--- config.mk ---
export PLATFORM = sky130hd
export DESIGN_NAME = fp_button_led_ctrl
export DESIGN_NICKNAME = d
export VERILOG_FILES = /design/src/rtl/fp_button_led_ctrl.sv
export SDC_FILE = /design/constraint.sdc
export NUM_CORES = 1
export LEC_CHECK = 0
export ABC_AREA = 1
export CAP_MARGIN = 20
export CORE_MARGIN = 8
export CORE_UTILIZATION = 32
export CTS_CLUSTER_SIZE = 30
export DETAILED_ROUTE_END_ITERATION = 8
export PLACE_DENSITY = 0.51
export SYNTH_ARGS = -nofsm -noshare
export SYNTH_HDL_FRONTEND = slang
export SYNTH_SLANG_ARGS = --single-unit
--- constraint.sdc ---
create_clock -name ti_clk -period 4.85 [get_ports ti_clk]
set_input_delay 0.7275 -clock ti_clk [delete_from_list [all_inputs] [get_ports ti_clk]]
set_output_delay 0.7275 -clock ti_clk [all_outputs]
set_load 0.02 [all_outputs]
--- src/rtl/fp_button_led_ctrl.sv ---
// Front-panel I/O controller: synchronised, debounced active-low buttons with sticky
// press flags, and per-LED off/on/blink/follow drive, all in the ti_clk domain.
module fp_button_led_ctrl #(
  parameter int unsigned N_BTN     = 4,
  parameter int unsigned N_LED     = 8,
  parameter int unsigned DB_CYCLES = 48000,
  parameter int unsigned BLINK_DIV = 24000000
) (
  input  logic               ti_clk,
  input  logic               reset,
  input  logic [N_BTN-1:0]   button_n,
  output logic [N_BTN-1:0]   btn_state,
  output logic [N_BTN-1:0]   btn_event,
  input  logic [N_BTN-1:0]   event_clear,
  input  logic [2*N_LED-1:0] led_mode,
  output logic [N_LED-1:0]   led_on,
  output logic               blink_phase
);

  localparam int unsigned DB_W    = $clog2(DB_CYCLES);
  localparam int unsigned BLINK_W = $clog2(BLINK_DIV);

  typedef enum logic [1:0] {
    LED_OFF    = 2'b00,
    LED_ON     = 2'b01,
    LED_BLINK  = 2'b10,
    LED_FOLLOW = 2'b11
  } led_mode_e;

  logic [N_BTN-1:0]   sync1_q, sync1_d;
  logic [N_BTN-1:0]   sync2_q, sync2_d;
  logic [N_BTN-1:0]   sync_c;
  logic [DB_W-1:0]    db_cnt_q [N_BTN];
  logic [DB_W-1:0]    db_cnt_d [N_BTN];
  logic [N_BTN-1:0]   btn_state_q, btn_state_d;
  logic [N_BTN-1:0]   btn_prev_q, btn_prev_d;
  logic [N_BTN-1:0]   btn_event_q, btn_event_d;
  logic [BLINK_W-1:0] blink_cnt_q, blink_cnt_d;
  logic               blink_phase_q, blink_phase_d;
  logic [N_LED-1:0]   led_on_q, led_on_d;

  // Two-flop synchroniser; released level is 1 so reset yields no press edge.
  always_comb begin
    sync1_d = button_n;
    sync2_d = sync1_q;
    sync_c  = ~sync2_q;
  end

  // Per-channel debounce: state follows sync only after DB_CYCLES agreeing samples.
  always_comb begin
    btn_state_d = btn_state_q;
    for (int unsigned i = 0; i < N_BTN; i++) begin
      db_cnt_d[i] = db_cnt_q[i];
      if (sync_c[i] == btn_state_q[i]) begin
        db_cnt_d[i] = '0;
      end else if (db_cnt_q[i] == DB_W'(DB_CYCLES - 1)) begin
        btn_state_d[i] = sync_c[i];
        db_cnt_d[i]    = '0;
      end else begin
        db_cnt_d[i] = db_cnt_q[i] + DB_W'(1);
      end
    end
  end

  // Sticky press flags; a rising edge beats a simultaneous clear.
  always_comb begin
    btn_prev_d  = btn_state_q;
    btn_event_d = (btn_event_q & ~event_clear) | (btn_state_q & ~btn_prev_q);
  end

  always_comb begin
    blink_cnt_d   = blink_cnt_q + BLINK_W'(1);
    blink_phase_d = blink_phase_q;
    if (blink_cnt_q == BLINK_W'(BLINK_DIV - 1)) begin
      blink_cnt_d   = '0;
      blink_phase_d = ~blink_phase_q;
    end
  end

  always_comb begin
    led_on_d = '0;
    for (int unsigned i = 0; i < N_LED; i++) begin
      unique case (led_mode_e'(led_mode[2*i +: 2]))
        LED_OFF:    led_on_d[i] = 1'b0;
        LED_ON:     led_on_d[i] = 1'b1;
        LED_BLINK:  led_on_d[i] = blink_phase_q;
        LED_FOLLOW: led_on_d[i] = btn_state_q[i % N_BTN];
        default:    led_on_d[i] = 1'b0;
      endcase
    end
  end

  always_ff @(posedge ti_clk or posedge reset) begin
    if (reset) begin
      sync1_q       <= '1;
      sync2_q       <= '1;
      btn_state_q   <= '0;
      btn_prev_q    <= '0;
      btn_event_q   <= '0;
      blink_cnt_q   <= '0;
      blink_phase_q <= 1'b0;
      led_on_q      <= '0;
      for (int unsigned i = 0; i < N_BTN; i++) begin
        db_cnt_q[i] <= '0;
      end
    end else begin
      sync1_q       <= sync1_d;
      sync2_q       <= sync2_d;
      btn_state_q   <= btn_state_d;
      btn_prev_q    <= btn_prev_d;
      btn_event_q   <= btn_event_d;
      blink_cnt_q   <= blink_cnt_d;
      blink_phase_q <= blink_phase_d;
      led_on_q      <= led_on_d;
      for (int unsigned i = 0; i < N_BTN; i++) begin
        db_cnt_q[i] <= db_cnt_d[i];
      end
    end
  end

  assign btn_state   = btn_state_q;
  assign btn_event   = btn_event_q;
  assign led_on      = led_on_q;
  assign blink_phase = blink_phase_q;

endmodule

---- Yosys cells after proc, flatten, opt, wreduce, memory -nomap -nowiden ----
Cells that the tools add are included.
operators by class
  add/subtract/negate cells ............... 5
  eq/ne operators ......................... 33
  multiplexer cells ....................... 17
  bitwise operators ....................... 11
  reduce and logical (&&, ||, !) cells .... 12
operator list
  operator                                             count
  two-way mux 16 bit                                   8
  adder 16 x 1 -> 16 bit, second input constant        4
  equality test 16 bit, second input constant          4
  equality test 2 bit, second input constant           16
  one-hot mux 1 bit (4 select lines)                   8
  adder 25 x 1 -> 25 bit, second input constant        1
  equality test 25 bit, second input constant          1
  two-way mux 25 bit                                   1
  equality test 2 x 1 -> 1 bit, second input constant  8
  zero test 2 bit                                      8
  inverter 4 bit                                       3
  AND 4 bit                                            2
  AND reduction 2 bit                                  4
  inverter 1 bit                                       5
  equality test 1 bit                                  4
  OR 4 bit                                             1
storage, ports and cells
  flip-flop bits (word level) ............. 118
  input bits .............................. 26
  output and inout port bits .............. 17
  word-level logic and storage cells ...... 93

---- Depth between registers and ports, before layout ----
Gate-level depths: netlist of the first run.
  depth in word-level cells ............... 4
  mapped depth ............................ 9
  mapped depth without buffers ............ 9

---- Worst setup path before layout of the first run ----
Ideal clock, no wire load.
  path kind ............................... register to register
  start ................................... register db_cnt_q[16] (netlist bit)
  end ..................................... register db_cnt_q[28] (netlist bit)
  library setup time ...................... 0.118 ns
  arrival ................................. 1.267 ns
  path slack .............................. 3.464 ns
  cell stages (with the launch flop) ...... 10
  buffers on the path ..................... 1
  period minus slack after synthesis ...... 1.386 ns
  cell sequence ........................... dfrtp_1 ha_1 inv_2 nor2_4 nand2_2 nor2_4 nand3_1 nand2_2 buf_6 nor2_1
RTL lines
  what                              line  text
  start: declaration                33    logic [DB_W-1:0] db_cnt_q [N_BTN];
  start signal: indexed assignment  116   db_cnt_q[i] <= db_cnt_d[i];

---- Final worst setup path of the first run ----
  start ................................... register blink_phase_q (netlist: blink_phase)
  end ..................................... output blink_phase
RTL lines
  what                      line  text
  start: declaration        39    logic blink_phase_q, blink_phase_d;
  start signal: assignment  113   blink_phase_q <= blink_phase_d;
  end: declaration          17    output logic blink_phase
No word-level cell between the ends.

==> flow_summary_export.csv, run 1 <==
group,metric,value,unit
run_status,outcome,"complete, no violations",
sta,fmax,396,MHz
sta,finalCritPeriodShare,52.0,%
sta,tns,0,ps
drt,via_count,4626,
drt,first_pass_iters,4,
final_layout,final_common_cell,"nand2_1",
placement,gp_congestion,0.788,
clocking,hold_buffers,0,
critical_path,crit_buf_inv,1,
drt,antenna_left,0,
synth,yosysWarningCount,0,
global_route,grt_pass1_wl,22100,microns
floorplan,std_cell_rows,50,
final_layout,n_antenna_cell,0,
critical_path,cpLargestDelayFamily,"buffers and inverters",
sta,finalCriticalPeriod,2520,ps
critical_path,critical-path-max-stage-delay,710,ps
synth,synth-seq-cells,118,
floorplan,dieArea,23200,sq um
power_and_ir_drop,ir_drop,0.243,mV
placement,dp_cells,1009,
placement,io_buffer_count,42,
sta,worstMarginPinSlew,626,ps
critical_path,worstPathMaxFanout,11,
floorplan,pin_count,43,
floorplan,die-height,152,microns
sta,slew_violations,0,
power_and_ir_drop,power_frac_seq,45.7,%
sta,finalHoldViolCount,0,
clocking,post-cts-setup-buffer-count,0,
synth,syn-instance-count,737,
clocking,cts-htree-levels,4,
power_and_ir_drop,p_leak,3.08,nW
clocking,cts_buffers,17,
floorplan,die_x,152,microns
clocking,postCtsResizedCells,0,
sta,finClkSkew,8.80,ps
final_layout,layout-drive-gt1-share,8.80,%
final_layout,nets,825,
global_route,grt_max_degree,49,
power_and_ir_drop,switching_share,21.8,%
power_and_ir_drop,comb_power_share,4.2,%
clocking,clock_path_buffers,2,
synth,async_reset_ff_share,100,%
global_route,gr-total-overflow,0,
synth,postSynthAreaPerCell,8.08,sq um
drt,avgRoutedWirePerCell,12.2,microns
flow_run,cap_violations,0,
power_and_ir_drop,power.density,310,nW/um^2
critical_path,crit_arrival,1800,ps
clocking,cts_tree,"yes",
drt,drc,0,
final_layout,final_cell_mix,"nand2_1, nor2_1, dfrtp_1",
clocking,clk_pin_slew_worst_paths,50,ps
critical_path,end_kind,"output pin",
clocking,clock_latency,410,ps
critical_path,crit_slowest_cell,"clkdlybuf4s50_1",
synth,synth_area,5950,sq um
synth,ys_seq_area_share,49.8,%
critical_path,worst_ep_required_time,4120,ps
critical_path,crit_chain,"clkdlybuf4s50_1",
floorplan,start_util,32.3,%
drt,wirelength,12700,microns
synth,synth.net_count,768,
clocking,cts_root_buf,"clkbuf_16",
placement,dp_hpwl,9130,microns
final_layout,layoutNonFillerInstCount,1041,
synth,synthFlopType,"dfrtp_1",
sta,hold_ws,353,ps
floorplan,coreArea,18500,sq um
global_route,antenna_found_initial,0,
power_and_ir_drop,p_int,1.73,mW
sta,relSlewSlack,58.2,%
global_route,track_usage,11.7,%
critical_path,critPathLaunchType,"register",
critical_path,path_class,"register to output pin",
synth,synthDistinctLibCells,27,
global_route,grt_pass1_vias,4550,
sta,final-setup-viol-count,0,
worst_hold_path,hp-class,"register to register",
synth,synth_edf_count,0,
power_and_ir_drop,p_switching,0.482,mW
sta,rsz0062_at_grt,"no",
drt,viasPerCell,4.44,
final_layout,fillers,1844,
clocking,cts_sinks,118,
drt,drt_iter0_markers,229,
final_layout,syn_to_final_growth,20.1,%
power_and_ir_drop,clockPowerShare,50.0,%
final timing paths:
check | to | startpoint | cells after the start | slack [ps]
setup / recovery | blink_phase | blink_phase$_DFFE_PP0N_ | 1 | 2330
hold / removal | sync2_q[1]$_DFF_PP1_ | sync1_q[1]$_DFF_PP1_ | 0 | 350
setup reg to reg | db_cnt_q[17]$_DFF_PP0_ | db_cnt_q[16]$_DFF_PP0_ | 8 | 3250
hold reg to reg | sync2_q[1]$_DFF_PP1_ | sync1_q[1]$_DFF_PP1_ | 0 | 350
max in group asynchronous | sync1_q[3]$_DFF_PP1_ | reset | 3 | 3140
min in group asynchronous | led_on[2]$_DFF_PP0_ | reset | 2 | 740
area by class of cell:
cell class / instances / area (sq um) / share of cell area [%]
repair buffers: 44 / 435 / 6.09
flip-flops and latches: 118 / 2960 / 41.4
well taps: 234 / 293 / 4.09
multi-input cells: 527 / 2620 / 36.6
clock inverters: 5 / 27.5 / 0.385
clock buffers: 27 / 493 / 6.89
inverters: 86 / 325 / 4.55
metal layers:
layer / share of wire (%) / up-vias / GRT usage (%)
met5: 0 / - / 0
met4: 1.4 / 0 / 4.43
met3: 4.1 / 13 / 3.63
met2: 45 / 64 / 17.8
met1: 50 / 2133 / 15.2
li1: - / 2416 / -
cells by family (layout without fill, tap and decap cells):
family          after synthesis  after routing  share of synthesized area, %
buf+inv                      92            162                          6.32
fa+ha+maj                     5              5                          1.05
compound gates               50             50                          5.30
flops                       118            118                          49.8
xor+xnor                     45             45                          6.62
simple gates                427            427                          31.0
power by group through the flow:
| stage | Combinational [mW] | Sequential, mW | Clock, mW |
|---|---|---|---|
| 2_1_floorplan | 0.0472 | 1.03 | 0 |
| 3_3_place_gp | 0.0973 | 1.03 | 0 |
| 3_5_place_dp | 0.0978 | 1.03 | 0 |
| 4_1_cts | 0.0980 | 1.01 | 1.15 |
| 5_1_grt | 0.108 | 1.01 | 1.19 |
| 6_report | 0.0937 | 1.01 | 1.11 |
Yosys cell counts, drive strengths merged (7+ instances only):
| cell | number | area share [%] |
|---|---|---|
| nand2 | 178 | 12 |
| nor2 | 175 | 13 |
| dfrtp | 110 | 46 |
| inv | 86 | 5.4 |
| nand3 | 45 | 3.8 |
| xor2 | 34 | 5.0 |
| a21oi | 19 | 1.6 |
| nand4 | 13 | 1.4 |
| o21bai | 12 | 1.5 |
| xnor2 | 11 | 1.6 |
| nor3 | 9 | 0.76 |
| a31o | 8 | 1.2 |
| dfstp | 8 | 3.5 |
| o21ai | 7 | 0.59 |
flip-flops by register name, summed over array words and instances, names as in the netlist:
register	cells
led_on	8
sync2_q	4
btn_event	4
blink_cnt_q	25
btn_prev_q	4
db_cnt_q	64
blink_phase	1
sync1_q	4
btn_state	4
metrics by stage:
stage / cell area [sq um] / total power, mW / utilization, % / worst slack [ps]
final: 7150 / 2.22 / 38.8 / 2330
after global routing: 7150 / 2.31 / 38.8 / 2230
after CTS: 7150 / 2.26 / 38.8 / 2270
after detailed placement: 6630 / 1.13 / 35.9 / 2610
after global placement: 6630 / 1.13 / 35.9 / 2610
after floorplan: 5950 / 1.08 / - / 1010
Note: power is estimated with default switching activity, not from simulation.
==> inputs of run 2 (changes only) <==
Clock period 4.85 ns to 2.6 ns, I/O delays scaled along.
==> run 2 against run 1 <==
Net effect:
- power up 96%
- die area unchanged
- final area up 1.1%
- utilization up 0.43 points
- sequential power up 87%
- count of clock-buffer cells in the layout down 3
- first-iteration DRC count up 22%
- clock skew about the same
- worst setup slack worse by 1600 ps
- non-clock buffer count up 1
- global-route usage down 0.33 points
- hold slack worse by 52 ps
- critical endpoint is now btn_state[0]
- largest cell class unchanged
- largest power group unchanged
- highest routed layer unchanged
==> flow_summary_export.csv, run 2 (synthesized netlist as in run 1, its figures left out) <==
group,metric,value,unit
floorplan,die_x,152,microns
global_route,grt_pass1_wl,21600,microns
clocking,cts_buffers,17,
global_route,grt_pass1_vias,4489,
floorplan,std_cell_rows,50,
critical_path,worst_ep_required_time,2210,ps
final_layout,final_cell_mix,"nand2_1, nor2_1, dfrtp_1",
critical_path,crit_arrival,1480,ps
sta,finalCritPeriodShare,71.8,%
sta,worst_slack,732,ps
global_route,gr-total-overflow,0,
drt,avgRoutedWirePerCell,11.9,microns
drt,first_pass_iters,4,
critical_path,crit_chain,"clkdlybuf4s50_1",
drt,viasPerCell,4.42,
clocking,cts_sinks,118,
floorplan,pin_count,43,
power_and_ir_drop,power_frac_seq,43.5,%
sta,tns,0,ps
power_and_ir_drop,p_leak,3.11,nW
power_and_ir_drop,switching_share,21.0,%
sta,hold_ws,301,ps
placement,io_buffer_count,42,
drt,antenna_left,0,
power_and_ir_drop,comb_power_share,4.1,%
global_route,grt_max_degree,86,
power_and_ir_drop,ir_drop,0.543,mV
drt,wirelength,12400,microns
floorplan,dieArea,23200,sq um
final_layout,fillers,1873,
clocking,post-cts-setup-buffer-count,0,
critical_path,crit_slowest_cell,"clkdlybuf4s50_1",
clocking,clk_pin_slew_worst_paths,50,ps
floorplan,die-height,152,microns
drt,via_count,4602,
clocking,clock_latency,410,ps
sta,worstMarginPinSlew,448,ps
clocking,clock_path_buffers,2,
critical_path,path_class,"register to output pin",
sta,fmax,535,MHz
critical_path,cpLargestDelayFamily,"buffers and inverters",
drt,drc,0,
run_status,outcome,"complete, no violations",
critical_path,r2r_cells,8,
critical_path,critical-path-max-stage-delay,640,ps
final_layout,largest_reg_flops,64,
critical_path,end_kind,"output pin",
critical_path,rr_startpoint,"db_cnt_q[0]$_DFF_PP0_",
critical_path,r2r-end,"db_cnt_q[12]$_DFF_PP0_",
critical_path,critPathLaunchType,"register",
sta,slew_violations,0,
clocking,cts-htree-levels,4,
final_layout,regMostFlops,"db_cnt_q",
final_layout,nets,826,
sta,finalCriticalPeriod,1870,ps
placement,gp_congestion,0.788,
clocking,postCtsResizedCells,0,
final_layout,final_common_cell,"nand2_1",
final_layout,syn_to_final_growth,21.5,%
power_and_ir_drop,clockPowerShare,52.4,%
sta,final-setup-viol-count,0,
clocking,hold_buffers,0,
floorplan,coreArea,18500,sq um
sta,finalHoldViolCount,0,
power_and_ir_drop,power.density,601,nW/um^2
final_layout,n_antenna_cell,0,
global_route,antenna_found_initial,0,
power_and_ir_drop,p_switching,0.914,mW
clocking,cts_tree,"yes",
critical_path,rrSetupSlack,980,ps
placement,dp_hpwl,9120,microns
clocking,cts_root_buf,"clkbuf_16",
sta,finClkSkew,9.27,ps
power_and_ir_drop,p_int,3.43,mW
global_route,track_usage,11.4,%
sta,rsz0062_at_grt,"no",
drt,drt_iter0_markers,279,
flow_run,cap_violations,0,
floorplan,start_util,32.3,%
sta,relSlewSlack,70.1,%
final_layout,layout-drive-gt1-share,9.28,%
worst_hold_path,hp-class,"input port to asynchronous set/reset pin",
critical_path,worstPathMaxFanout,5,
placement,place_ws,967,ps
critical_path,crit_buf_inv,1,
## run 2: cell count changes in the layout (fill, tap and decap cells not counted), sizes merged
cell      before  now
clkinvlp       1    4
clkinv         4    3
inv           86   85
clkbuf        27   24
buf            2    3
bufinv         0    2
## run 2: worst max path at each step
stage	slack (ps)	end	cells after the start	startpoint
3_5_place_dp	970	db_cnt_q[12]$_DFF_PP0_	8	db_cnt_q[0]$_DFF_PP0_
5_1_grt	640	btn_state[0]	1	btn_state[0]$_DFFE_PP0P_
6_report	730	btn_state[0]	1	btn_state[0]$_DFFE_PP0P_
4_1_cts	680	btn_state[0]	1	btn_state[0]$_DFFE_PP0P_
3_3_place_gp	990	db_cnt_q[15]$_DFF_PP0_	8	db_cnt_q[0]$_DFF_PP0_
2_1_floorplan	780	blink_cnt_q[0]$_DFF_PP0_	1	reset
## run 2: layout make-up
class / instances / area (sq um) / share of cell area (%)
sequential: 118 / 2960 / 41.0
multi-input combinational: 527 / 2620 / 36.2
clock buffer: 24 / 482 / 6.66
timing repair buffer: 45 / 455 / 6.30
inverter: 86 / 327 / 4.52
tap: 234 / 293 / 4.05
clock inverter: 8 / 97.6 / 1.35
## run 2: metal layers
layer	vias to the layer above	GRT usage, %	share of wire [%]
li1	2426	-	-
met1	2108	14.8	52
met2	51	17.5	43
met3	17	3.32	3.2
met4	0	4.38	1.6
met5	-	0	0
## run 2: power by group through the flow
stage	registers, mW	clock network [mW]	logic, mW
6_report	1.89	2.28	0.177
4_1_cts	1.89	2.35	0.184
3_5_place_dp	1.92	0	0.183
5_1_grt	1.89	2.43	0.201
2_1_floorplan	1.93	0	0.0884
3_3_place_gp	1.92	0	0.182
## run 2: per-stage QoR
stage | instances | util, % | total power [mW] | instance area [sq um]
finish | 1042 | 39.2 | 4.34 | 7230
global route | 1042 | 39.2 | 4.52 | 7230
CTS | 1042 | 39.2 | 4.42 | 7230
detailed placement | 1010 | 36.0 | 2.10 | 6650
global placement | 1010 | 36.0 | 2.10 | 6650
floorplan | 737 | - | 2.02 | 5960
==> inputs of run 3 (changes only) <==
Settings changed: PLACE_DENSITY 0.51 to 0.52.
Clock period 2.6 ns to 1.5 ns, I/O delays scaled along.
==> run 3 against run 2 <==
Net effect:
- first-iteration DRC count down 33%
- worst setup slack worse by 670 ps
- critical path depth up 7
- via count up 4.2%
- highest routed layer unchanged
==> flow_summary_export.csv, run 3 (synthesized netlist as in run 1, its figures left out) <==
group,metric,value,unit
power_and_ir_drop,power.density,1040,nW/um^2
sta,slew_violations,0,
critical_path,critical-path-max-stage-delay,370,ps
power_and_ir_drop,p_leak,3.35,nW
critical_path,rr_startpoint,"blink_cnt_q[1]$_DFF_PP0_",
floorplan,pin_count,43,
final_layout,nets,853,
final_layout,syn_to_final_growth,26.4,%
critical_path,crit_chain,"ha_2 > nand2_2 > nor2_4 > nand2_1 > nor2_4 > nand3_1 > nand2_1 > nor2_1",
clocking,cts-htree-levels,4,
global_route,grt_max_degree,42,
global_route,track_usage,11.9,%
drt,drc,0,
final_layout,layoutNonFillerInstCount,1069,
critical_path,r2r_cells,8,
critical_path,end_kind,"register",
placement,placed_cell_area,6820,sq um
critical_path,worstPathMaxFanout,5,
placement,dp_hpwl,9550,microns
floorplan,dieArea,23200,sq um
final_layout,final_cell_mix,"nand2_1, nor2_1, dfrtp_1",
critical_path,critPathLaunchType,"register",
sta,worstMarginPinSlew,517,ps
placement,dp_cells,1030,
critical_path,crit_slowest_cell,"dfrtp_1",
power_and_ir_drop,comb_power_share,4.2,%
sta,finClkSkew,5.38,ps
clocking,cts_buffers,17,
power_and_ir_drop,p_int,6.21,mW
global_route,gr-total-overflow,0,
critical_path,worst_ep_required_time,1800,ps
global_route,grt_pass1_wl,22600,microns
final_layout,final_area,7530,sq um
worst_hold_path,hp-class,"input port to asynchronous set/reset pin",
final_layout,largest_reg_flops,64,
sta,fmax,695,MHz
sta,finalCriticalPeriod,1440,ps
final_layout,final_common_cell,"nand2_1",
critical_path,crit_arrival,1740,ps
sta,finalHoldViolCount,0,
sta,relSlewSlack,65.3,%
power_and_ir_drop,switching_share,20.8,%
sta,final-setup-viol-count,0,
sta,finalCritPeriodShare,96.0,%
power_and_ir_drop,power_frac_seq,41.8,%
sta,hold_ws,128,ps
drt,via_count,4793,
final_layout,regMostFlops,"db_cnt_q",
clocking,cts_tree,"yes",
floorplan,die_x,152,microns
clocking,cts_sinks,118,
power_and_ir_drop,p_switching,1.63,mW
floorplan,start_util,32.3,%
sta,rsz0062_at_grt,"yes",
floorplan,std_cell_rows,50,
critical_path,rrSetupSlack,60,ps
placement,io_buffer_count,42,
flow_run,cap_violations,0,
drt,wirelength,13100,microns
run_status,outcome,"complete, no violations",
drt,viasPerCell,4.48,
clocking,clock_latency,410,ps
final_layout,fillers,1854,
power_and_ir_drop,ir_drop,0.713,mV
clocking,hold_buffers,0,
floorplan,die-height,152,microns
critical_path,r2r-end,"blink_cnt_q[18]$_DFF_PP0_",
drt,first_pass_iters,5,
drt,antenna_left,0,
floorplan,coreArea,18500,sq um
drt,avgRoutedWirePerCell,12.2,microns
drt,drt_iter0_markers,187,
critical_path,path_class,"register to register",
clocking,cts_root_buf,"clkbuf_16",
global_route,antenna_found_initial,0,
placement,gp_congestion,0.831,
clocking,clk_pin_slew_worst_paths,50,ps
final_layout,n_antenna_cell,0,
power_and_ir_drop,total_power,7.84,mW
clocking,clock_path_buffers,2,
global_route,grt_pass1_vias,4691,
final_layout,layout-drive-gt1-share,14.1,%
power_and_ir_drop,clockPowerShare,54.1,%
-- run 3: cell count changes in the layout (fill, tap and decap cells not counted), moves of 6 or more --
cell,delta
buf_4,+25
clkdlybuf4s50_1,-17
dlygate4sd2_1,+17
nor2_1,-7
nor2_2,+6
-- run 3: how the worst max path moves through the flow --
stage / startpoint / to / slack (ps) / depth (start not counted)
after floorplan: reset / blink_cnt_q[0]$_DFF_PP0_ / -160 / 1
after global placement: blink_cnt_q[1]$_DFF_PP0_ / blink_cnt_q[21]$_DFF_PP0_ / 20 / 8
after detailed placement: blink_cnt_q[1]$_DFF_PP0_ / blink_cnt_q[21]$_DFF_PP0_ / 20 / 8
after CTS: blink_cnt_q[1]$_DFF_PP0_ / blink_cnt_q[21]$_DFF_PP0_ / 3 / 8
after global routing: blink_cnt_q[1]$_DFF_PP0_ / blink_cnt_q[18]$_DFF_PP0_ / -40 / 8
final: blink_cnt_q[1]$_DFF_PP0_ / blink_cnt_q[18]$_DFF_PP0_ / 60 / 8
-- run 3: worst max-delay path, delay by kind of cell (launching register included) --
kind	cells	cell delay [ps]
simple gates	7	760
flops	1	370
fa+ha+maj	1	200
-- run 3: final cells by class --
type | instances | area, sq um | area share (%)
clock buffers | 23 | 458 | 6.08
well taps | 234 | 293 | 3.89
repair buffers | 71 | 642 | 8.53
multi-input cells | 528 | 2690 | 35.8
inverters | 86 | 327 | 4.34
clock inverters | 9 | 150 | 2.00
flip-flops and latches | 118 | 2960 | 39.4
-- run 3: power groups by stage --
stage	clock network [mW]	registers (mW)	logic, mW
global placement	0	3.33	0.334
detailed placement	0	3.33	0.335
CTS	4.36	3.27	0.327
global route	4.48	3.28	0.377
finish	4.24	3.27	0.327
floorplan	0	3.34	0.153
-- run 3: through the flow --
step	worst slack, ps	TNS (ps)	utilization (%)
floorplan	-160	-17580	-
global placement	18.6	0	36.9
detailed placement	15.5	0	36.9
CTS	2.93	0	40.1
global route	-40.2	-178	40.8
finish	60.5	0	40.8
-- run 3: repair_timing --
action / 4_1_cts / 5_1_grt
gates cloned: 0 / 1
buffers inserted: 0 / 6
endpoints found under the setup margin: 17 / 63
pin swaps: 0 / 7
resized for setup: 17 / 22
-- run 3: layer usage --
| layer | track usage [%] | share of wire [%] |
|---|---|---|
| met4 | 5.23 | 1.7 |
| met1 | 15.3 | 49 |
| met5 | 0 | 0 |
| met2 | 18.6 | 46 |
| met3 | 3.20 | 3.4 |
